## config.mk

```make
export PLATFORM = sky130hd
export DESIGN_NAME = aabb_hit_reduce
export DESIGN_NICKNAME = d
export VERILOG_FILES = /design/src/rtl/aabb_hit_reduce.sv
export SDC_FILE = /design/constraint.sdc
export NUM_CORES = 1
export LEC_CHECK = 0
export CAP_MARGIN = 10
export CORE_MARGIN = 2
export CORE_UTILIZATION = 57
export CTS_BUF_LIST = sky130_fd_sc_hd__clkbuf_16
export DETAILED_ROUTE_END_ITERATION = 10
export PLACE_DENSITY = 0.75
export SLEW_MARGIN = 15
export SYNTH_ARGS = -nofsm -noshare
export SYNTH_HDL_FRONTEND = slang
export SYNTH_SLANG_ARGS = --single-unit
```

## constraint.sdc

```tcl
create_clock -name clk -period 2.5 [get_ports clk]
set_input_delay 0.5 -clock clk [delete_from_list [all_inputs] [get_ports clk]]
set_output_delay 0.5 -clock clk [all_outputs]
set_load 0.005 [all_outputs]
```

## src/rtl/aabb_hit_reduce.sv

```systemverilog
// Reduction stage for the ray/AABB slab test: realigns comparator flags with their ray tags,
// ANDs each group into one hit bit, and queues per-ray results behind a credit-throttled FIFO.
module aabb_hit_reduce #(
    parameter int LAT        = 4,
    parameter int TAGW       = 8,
    parameter int FIFO_DEPTH = 4
) (
    input  logic            clk,
    input  logic            rst,
    input  logic            in_valid,
    output logic            in_ready,
    input  logic [TAGW-1:0] in_tag,
    input  logic            in_last,
    input  logic            greater,
    output logic            out_valid,
    input  logic            out_ready,
    output logic            out_hit,
    output logic [TAGW-1:0] out_tag,
    output logic            err
);

    localparam int PW = (FIFO_DEPTH > 1) ? $clog2(FIFO_DEPTH) : 1;
    localparam int CW = PW + 1;
    localparam logic [CW-1:0] DEPTH_C = CW'(FIFO_DEPTH);

    logic [LAT-1:0]  sl_vld_q, sl_vld_d;
    logic [LAT-1:0]  sl_last_q, sl_last_d;
    logic [TAGW-1:0] sl_tag_q [LAT];
    logic [TAGW-1:0] sl_tag_d [LAT];

    logic            acc_q, acc_d;
    logic            open_q, open_d;
    logic [TAGW-1:0] gtag_q, gtag_d;
    logic            err_q, err_d;

    logic [TAGW:0]   mem_q [FIFO_DEPTH];
    logic [TAGW:0]   mem_d [FIFO_DEPTH];
    logic [PW-1:0]   wr_ptr_q, wr_ptr_d;
    logic [PW-1:0]   rd_ptr_q, rd_ptr_d;
    logic [CW-1:0]   cnt_q, cnt_d;
    logic [CW-1:0]   cred_q, cred_d;

    logic            accept;
    logic            dv;
    logic            dlast;
    logic [TAGW-1:0] dtag;
    logic            hit;
    logic            push;
    logic            pop;

    // in_ready comes only from the credit register so it never depends on out_ready.
    assign in_ready  = rst & (cred_q < DEPTH_C);
    assign accept    = in_valid & in_ready;
    assign dv        = sl_vld_q[LAT-1];
    assign dlast     = sl_last_q[LAT-1];
    assign dtag      = sl_tag_q[LAT-1];
    assign hit       = acc_q & greater;
    assign push      = dv & dlast;
    assign out_valid = (cnt_q != '0);
    assign pop       = out_valid & out_ready;
    assign out_hit   = mem_q[rd_ptr_q][0];
    assign out_tag   = mem_q[rd_ptr_q][TAGW:1];
    assign err       = err_q;

    always_comb begin
        sl_vld_d     = sl_vld_q;
        sl_last_d    = sl_last_q;
        sl_tag_d     = sl_tag_q;
        for (int i = LAT - 1; i > 0; i--) begin
            sl_vld_d[i]  = sl_vld_q[i-1];
            sl_last_d[i] = sl_last_q[i-1];
            sl_tag_d[i]  = sl_tag_q[i-1];
        end
        sl_vld_d[0]  = accept;
        sl_last_d[0] = accept & in_last;
        sl_tag_d[0]  = accept ? in_tag : '0;
    end

    always_comb begin
        acc_d  = acc_q;
        open_d = open_q;
        gtag_d = gtag_q;
        err_d  = err_q;
        if (dv) begin
            if (!open_q) begin
                gtag_d = dtag;
            end else if (dtag != gtag_q) begin
                err_d = 1'b1;
            end
            if (dlast) begin
                acc_d  = 1'b1;
                open_d = 1'b0;
            end else begin
                acc_d  = hit;
                open_d = 1'b1;
            end
        end
    end

    always_comb begin
        mem_d    = mem_q;
        wr_ptr_d = wr_ptr_q;
        rd_ptr_d = rd_ptr_q;
        cnt_d    = cnt_q;
        cred_d   = cred_q;
        if (push) begin
            mem_d[wr_ptr_q] = {dtag, hit};
            wr_ptr_d        = wr_ptr_q + PW'(1);
        end
        if (pop) begin
            rd_ptr_d = rd_ptr_q + PW'(1);
        end
        case ({push, pop})
            2'b10:   cnt_d = cnt_q + CW'(1);
            2'b01:   cnt_d = cnt_q - CW'(1);
            default: cnt_d = cnt_q;
        endcase
        case ({accept & in_last, pop})
            2'b10:   cred_d = cred_q + CW'(1);
            2'b01:   cred_d = cred_q - CW'(1);
            default: cred_d = cred_q;
        endcase
    end

    always_ff @(posedge clk) begin
        if (!rst) begin
            sl_vld_q  <= '0;
            sl_last_q <= '0;
            for (int i = 0; i < LAT; i++) sl_tag_q[i] <= '0;
            acc_q     <= 1'b1;
            open_q    <= 1'b0;
            gtag_q    <= '0;
            err_q     <= 1'b0;
            for (int i = 0; i < FIFO_DEPTH; i++) mem_q[i] <= '0;
            wr_ptr_q  <= '0;
            rd_ptr_q  <= '0;
            cnt_q     <= '0;
            cred_q    <= '0;
        end else begin
            sl_vld_q  <= sl_vld_d;
            sl_last_q <= sl_last_d;
            sl_tag_q  <= sl_tag_d;
            acc_q     <= acc_d;
            open_q    <= open_d;
            gtag_q    <= gtag_d;
            err_q     <= err_d;
            mem_q     <= mem_d;
            wr_ptr_q  <= wr_ptr_d;
            rd_ptr_q  <= rd_ptr_d;
            cnt_q     <= cnt_d;
            cred_q    <= cred_d;
        end
    end

endmodule
```

After elaboration in Yosys (flattened, before gate mapping):

Index checks and enable logic that the tools add are counted.

* magnitude comparators: 4
* eq/ne operators: 5
* add/sub/neg operators: 6
* mux-type cells: 10
* reduce and logical (&&, ||, !) cells: 7
* bitwise logic cells: 9

Operator list (number)
* $bwmux 36: 1
* $mux 9: 3
* $bmux 9 s2: 1
* $demux 9 s2: 1
* $pmux 3 s2: 2
* $ne 8x8->1: 1
* $add 3x1->3 const B: 2
* $and 1x1->1: 6
* $ge 3x3->1 const B: 2
* $not 2->3: 2
* $sub 3x1->3 const B: 2
* $add 2x1->2 const B: 2
* $eq 2x1->1 const B: 2
* $eq 2x2->1 const B: 2
* $reduce_and 2->1: 2
* $reduce_bool 2->1: 2
* $lt 3x1->1 const B: 1
* $lt 3x3->1 const B: 1
* $reduce_and 3->1: 1
* $reduce_bool 3->1: 1
* $mux 1: 2
* $logic_and 1x1->1: 1
* $not 1->1: 1

* output and inout bits: 12
* flip-flop bits (word level): 97
* word-level logic and storage cells: 59
* bits of input ports: 14

Depth between registers and ports, before layout:

Gate-level depths: netlist of run 1.

* depth in word-level cells: 6
* depth in mapped cells: 9
* depth with buffers taken out: 9

Worst setup path after synthesis of run 1:

No wires, ideal clock.

* path kind: input to register
* start point: input rst
* end point: register cred_q[2]
* arrival: 2010 ps
* library setup time: 76 ps
* stages on the path: 9
* slack: 414 ps
* path buffers: 0
* cell sequence: nor2b_1 -> and3_1 -> inv_1 -> ha_1 -> inv_1 -> fa_1 -> xor2_1 -> or3_1 -> a21boi_0

* cells in the longest elaborated chain, start to end: 5

RTL lines
* start, declared: line 9 `input logic rst,`
* $and 1x1->1: line 52 `assign in_ready = rst & (cred_q < DEPTH_C);`
* $and 1x1->1: line 53 `assign accept = in_valid & in_ready;`
* $and 1x1->1: line 118 `case ({accept & in_last, pop})`
* $eq 2x1->1 / $eq 2x2->1 (equally long branches): line 118
* $pmux 3 s2 / $reduce_bool 2->1 (equally long branches)
* end signal, assigned: line 151 `cred_q <= cred_d;`
* end, declared: line 41 `logic [CW-1:0] cred_q, cred_d;`

Several ways; a longest one is shown, not always the timed one.
A chain may end at the register's enable or synchronous reset.

Worst setup path in the final report of run 1:

* start point: register rd_ptr_q[0]
* end point: output out_tag[4]

* cells in the longest elaborated chain, start to end: 4

RTL lines
* start, declared: line 39 `logic [PW-1:0] rd_ptr_q, rd_ptr_d;`
* start signal, assigned: line 149 `rd_ptr_q <= rd_ptr_d;`
* $not 2->3 (implied by the code): line 62 `assign out_tag = mem_q[rd_ptr_q][TAGW:1];`
* $bmux 9 s2: line 62
* $mux 9 (implied by the code) (2 in series): line 62
* end, declared: line 18 `output logic [TAGW-1:0] out_tag,`

Every way passes these cells. The select of a mux whose other input is x is not followed.

==> impl_metrics.tcl, run 1 <==
set metrics [dict create \
    io_buffers 25 \
    netSwitchingFraction_pct 21.73 \
    grt_max_degree 89 \
    cp.arrival_ns 1.89 \
    drt_iter0_drc 122 \
    num_vias 2454 \
    crit_chain "buf_4 -> mux4_2 -> clkdlybuf4s50_1" \
    endpoint_kind "output pin" \
    syn_to_final_growth_pct 15.93 \
    synth-edff-count 0 \
    synth_common_cells "dfxtp_1 (97), nand2_1 (75), and2_1 (39)" \
    max-slew-margin-rel_pct 57.11 \
    start_util_pct 58.58 \
    grt_usage_pct 19.91 \
    setup_viol 0 \
    dp_hpwl_um 4144 \
    worstPathMaxFanout 11 \
    yosysWarningCount 0 \
    die_h_um 84.55 \
    grt.overflow.total 0 \
    design_area_um2 4288 \
    worst-path-buf-inv 2 \
    htreeDepth 3 \
    row_count 29 \
    gp_congestion 0.7321 \
    cts.sinks 97 \
    min_path_type "register to register" \
    yosys.cell_count.top_type "dfxtp_1" \
    p_per_area_nw_per_um2 685.3 \
    coreArea_um2 6314 \
    path_clk_slew_ns 0.07 \
    cts_root_buf "clkbuf_16" \
    wl_per_cell_um 13.71 \
    fin_skew_ns 0.008296 \
    drc 0 \
    r2r_cells 8 \
    cp_slowest_cell "mux4_2" \
    critical-path-top-delay-family "buffers and inverters" \
    total_power_w 0.002938 \
    finalMaxSlewViolations 0 \
    yosys.area.top_type "dfxtp_1" \
    setup-tns-final_ns 0 \
    crit_type "register to output pin" \
    yosys-top-cells-area "dfxtp_1 (53%), nand2_1 (7.6%), and2_1 (6.6%)" \
    sequentialPowerShare_pct 53.4 \
    drt-pass1-iter-count 5 \
    ios 26 \
    ctsLongestPathBuffers 2 \
    dpl_cell_area_um2 4000 \
    synth_ff_type "dfxtp_1" \
    ys_types 28 \
    syn_nets 386 \
    cap_violations 0 \
    p_int_w 0.002300 \
    die_x_um 84.55 \
    postCtsSetupBuffers 0 \
    period_share_pct 95.49 \
    synthArstFlopShare_pct 0 \
    critPathMaxStageDelay_ns 0.55 \
    p_leak_nw 1.636 \
    worst_pin_slew_ns 0.6434 \
    startpoint_type "register" \
    ys_seq_elements 97 \
    hold_depth 1 \
    crit_cells 3 \
    antennaDiodeCount 0 \
    drive_gt1_share_pct 9.160 \
    syn_avg_cell_area_um2 10.16 \
    wl_um 6444 \
    cts_resized 0 \
    cts_hold_buf 0 \
    die_area_um2 7149 \
    synth_area_um2 3699 \
    vias_per_cell 5.221 \
    fmax_mhz 418.9 \
    p_switching_w 0.0006386 \
    synth_cells 364 \
    comb_power_share_pct 2.6 \
    rsz0062_at_grt "no" \
    cts_tree "done" \
    clockPowerShare_pct 44.0 \
    ir_drop_uv 511.1 \
    cp.required_ns 2.00 \
    ant_nets 0 \
    hold_slack_ns 0.4322 \
    clk-insertion-delay-late_ns 0.34 \
    seq_area_frac_synth_pct 52.50 \
    outcome "completed" \
    grt_pass1_vias 2529 \
    grt_antenna_before_repair 0 \
    final_nets 410 \
    finalCriticalPeriod_ns 2.387 \
    hold_violations 0 \
    grt_pass1_wl_um 11290 \
    cts-buffers-inserted 9 \
    netlist.area_leader.share_pct 52.50 \
]
[power by group through the flow]
stage	Sequential [W]	Combinational, W	Clock (W)
finish	0.00157	0.0000766	0.00129
global route	0.00157	0.0000872	0.00138
CTS	0.00157	0.0000784	0.00132
detailed placement	0.00161	0.0000782	0
global placement	0.00160	0.0000773	0
floorplan	0.00160	0.0000454	0
[cell usage in the layout (no fill, tap or decap), drive strengths merged]
master	count
dfxtp	97
nand2	79
and2	39
a21boi	39
clkdlybuf4s50	24
inv	14
and3	13
xnor2	12
mux4	9
nor2b	9
clkbuf	9
mux2i	8
buf	7
ha	6
nand3	5
o21ai	5
or3	3
xor2	3
nand4	2
fa	2
clkinvlp	2
clkinv	2
o31a	1
nand2b	1
o211a	1
o2111ai	1
[per-stage QoR]
| stage | instances | util, % | setup WS, ns |
|---|---|---|---|
| 2_1_floorplan | 364 | - | 0.4145 |
| 3_3_place_gp | 454 | 63.36 | 0.01706 |
| 3_5_place_dp | 454 | 63.36 | -0.05022 |
| 4_1_cts | 470 | 67.92 | 0.09801 |
| 5_1_grt | 470 | 67.92 | 0.01987 |
| 6_report | 470 | 67.92 | 0.1127 |
[cells by family (layout without fill, tap and decap cells)]
logic type | Yosys count | in the layout | synth area share (%)
xor gates and xnor gates | 15 | 15 | 3.552
muxes | 17 | 17 | 7.645
buffers and inverters | 29 | 58 | 3.416
and+or+nand+nor | 151 | 151 | 20.43
AOI/OAI and AO/OA | 47 | 47 | 9.337
adders and majority gates | 8 | 8 | 3.112
DFF | 97 | 97 | 52.50
[routing by layer]
layer	GRT usage [%]	part of all wire [%]
met1	23.86	44
met2	34.79	53
met3	3.638	2.4
met4	8.947	1.5
met5	0	0
[state kept, by name (all words and copies together), names as in the netlist]
register and flops:
acc_q 1, cnt_q 3, cred_q 3, dtag 8, err 1, gtag_q 8, mem_q 36, open_q 1
rd_ptr_q 2, sl_last_q 4, sl_tag_d 24, sl_vld_q 4, wr_ptr_q 2
[worst paths after layout]
path / from / to / slack (ns)
worst max-delay path: rd_ptr_q[0] / out_tag[4] / 0.11
worst min-delay path: sl_tag_d[17] / sl_tag_d[9] / 0.43
worst max register to register: sl_vld_q[3] / cnt_q[2] / 0.33
worst min register to register: sl_tag_d[17] / sl_tag_d[9] / 0.43
[worst register-to-register path, delay by kind of cell, from the launching register on]
family                   cells  cell delay, ns
AO/OA/AOI/OAI                1            0.17
XOR/XNOR                     1            0.16
adder cells (fa/ha/maj)      2            0.57
buffers and inverters        2            0.24
flip-flops                   1            0.38
AND/OR/NAND/NOR              2            0.58
[area by class of cell]
| class | instances | area [um^2] |
|---|---|---|
| fill | 526 | 2026 |
| tap | 77 | 96.34 |
| timing repair buffer | 31 | 290.3 |
| sequential | 97 | 1942 |
| multi-input combinational | 238 | 1630 |
| clock buffer | 9 | 225.2 |
| inverter | 11 | 41.29 |
| clock inverter | 7 | 62.56 |
No activity file was read; power rests on OpenSTA's default activity.
==> inputs of run 2 (changes only) <==
--- a/config.mk
+++ b/config.mk
@@ -5,10 +5,9 @@
 export SDC_FILE = /design/constraint.sdc
 export NUM_CORES = 1
 export LEC_CHECK = 0
-export CAP_MARGIN = 10
+export CAP_MARGIN = 20
 export CORE_MARGIN = 2
 export CORE_UTILIZATION = 57
-export CTS_BUF_LIST = sky130_fd_sc_hd__clkbuf_16
 export DETAILED_ROUTE_END_ITERATION = 10
 export PLACE_DENSITY = 0.75
 export SLEW_MARGIN = 15
==> run 2 against run 1 <==
  * Register-to-register slack about the same
  * Count of clock-buffer cells in the layout unchanged
  * Sequential power about the same
  * Total power down 12%
  * Flip-flop and latch count unchanged
  * Sequential share of layout area up 1.1 points
  * Clock power down 26%
  * Combinational power about the same
  * Critical path depth down 1
  * Global-route usage down 0.35 points
  * Via count down 0.12%
  * Highest routed layer unchanged
  * Final cell count unchanged
==> impl_metrics.tcl, run 2 (synthesis gave the netlist of run 1 again) <==
set metrics [dict create \
    row_count 29 \
    worstPathMaxFanout 10 \
    crit_type "register to output pin" \
    wl_um 6372 \
    cp_slowest_cell "dfxtp_1" \
    final_common_cell "dfxtp_1" \
    route.met2.wl_um 3162 \
    syn_to_final_growth_pct 13.30 \
    io_buffers 25 \
    grt.overflow.total 0 \
    startpoint_type "register" \
    die_h_um 84.55 \
    antennaDiodeCount 0 \
    dp_hpwl_um 4144 \
    wl_met3_um 188 \
    fin_skew_ns 0.01778 \
    min_path_type "register to register" \
    setup-tns-final_ns 0 \
    hold_slack_ns 0.4388 \
    worst-path-buf-inv 1 \
    die_x_um 84.55 \
    stdcell_count 470 \
    coreArea_um2 6314 \
    finalMaxSlewViolations 0 \
    grt_pass1_vias 2485 \
    drive_gt1_share_pct 9.160 \
    fillCellCount 530 \
    cap_violations 0 \
    grt_pass1_wl_um 11090 \
    path_clk_slew_ns 0.09 \
    cts-buffers-inserted 9 \
    htreeDepth 3 \
    grt_antenna_before_repair 0 \
    layout_common_cells "dfxtp_1 (97), nand2_1 (75), and2_1 (39)" \
    die_area_um2 7149 \
    cts_root_buf "clkbuf_8" \
    cts.sinks 97 \
    ctsLongestPathBuffers 2 \
    gp_congestion 0.7321 \
    ant_nets 0 \
    ios 26 \
    outcome "completed" \
    total_power_w 0.002598 \
    p_per_area_nw_per_um2 620.1 \
    critical-path-top-delay-family "flip-flops" \
    crit_chain "mux4_2 -> clkdlybuf4s50_1" \
    top_layer "met4" \
    cts_tree "done" \
    fmax_mhz 414.5 \
    cp.arrival_ns 1.91 \
    hold_violations 0 \
    drt_iter0_drc 112 \
    cts_hold_buf 0 \
    critPathMaxStageDelay_ns 0.67 \
    start_util_pct 58.58 \
    rsz0062_at_grt "no" \
    p_leak_nw 1.591 \
    ir_drop_uv 382.2 \
    grt_usage_pct 19.56 \
    drc 0 \
    largest_reg_flops 36 \
    grt_max_degree 89 \
    max-slew-margin-rel_pct 56.23 \
    endpoint_kind "output pin" \
    num_vias 2451 \
    clk-insertion-delay-late_ns 0.36 \
    period_share_pct 96.50 \
    regArea_um2 1942 \
    finalCriticalPeriod_ns 2.413 \
    wl_per_cell_um 13.56 \
    multiInputGateArea_um2 1630 \
    worst_pin_slew_ns 0.6566 \
    regMostFlops "mem_q" \
    setup_viol 0 \
    vias_per_cell 5.215 \
    final_util_pct 66.37 \
    final_nets 410 \
    placed_cells_incl_taps 454 \
    met1_length_um 2896 \
    cp.required_ns 2.00 \
    drt-pass1-iter-count 5 \
]
==> run 2: per-layer routing <==
metal  GRT usage, %  up-vias
met3          4.326       12
met5              0        -
li1               -     1240
met4          8.947        0
met2          33.79       43
met1          23.22     1156
==> run 2: cell type report <==
cell class	instances	area share, %
flip-flops and latches	97	46.34
multi-input cells	238	38.91
repair buffers	31	7.017
clock buffers	9	2.956
well taps	77	2.299
clock inverters	7	1.493
inverters	11	0.9854
==> run 2: timing repair <==
| action | CTS | global route |
|---|---|---|
| resized for setup | 0 | 1 |
| buffers inserted | 0 | 0 |
| endpoints found under the setup margin | 0 | 4 |
==> run 2: metrics by stage <==
step | area (um^2) | worst slack (ns)
CTS | 4187 | 0.06031
floorplan | 3699 | 0.4145
global route | 4190 | 0.03133
finish | 4190 | 0.08748
global placement | 4000 | 0.01706
detailed placement | 4000 | -0.05022
==> run 2: final timing paths <==
| kind | start | endpoint | slack [ns] | cells past startpoint |
|---|---|---|---|---|
| max | rd_ptr_q[1] | out_tag[4] | 0.09 | 2 |
| min | sl_last_q[0] | sl_last_q[1] | 0.44 | 1 |
| min reg2reg | sl_last_q[0] | sl_last_q[1] | 0.44 | 1 |
| max reg2reg | sl_vld_q[3] | cnt_q[2] | 0.33 | 8 |
==> run 2: power breakdown <==
group	switching [W]	internal, W
clock network	0.000573	0.000379
registers	0.00000743	0.00156
logic	0.0000308	0.0000460
total	0.000611	0.00199
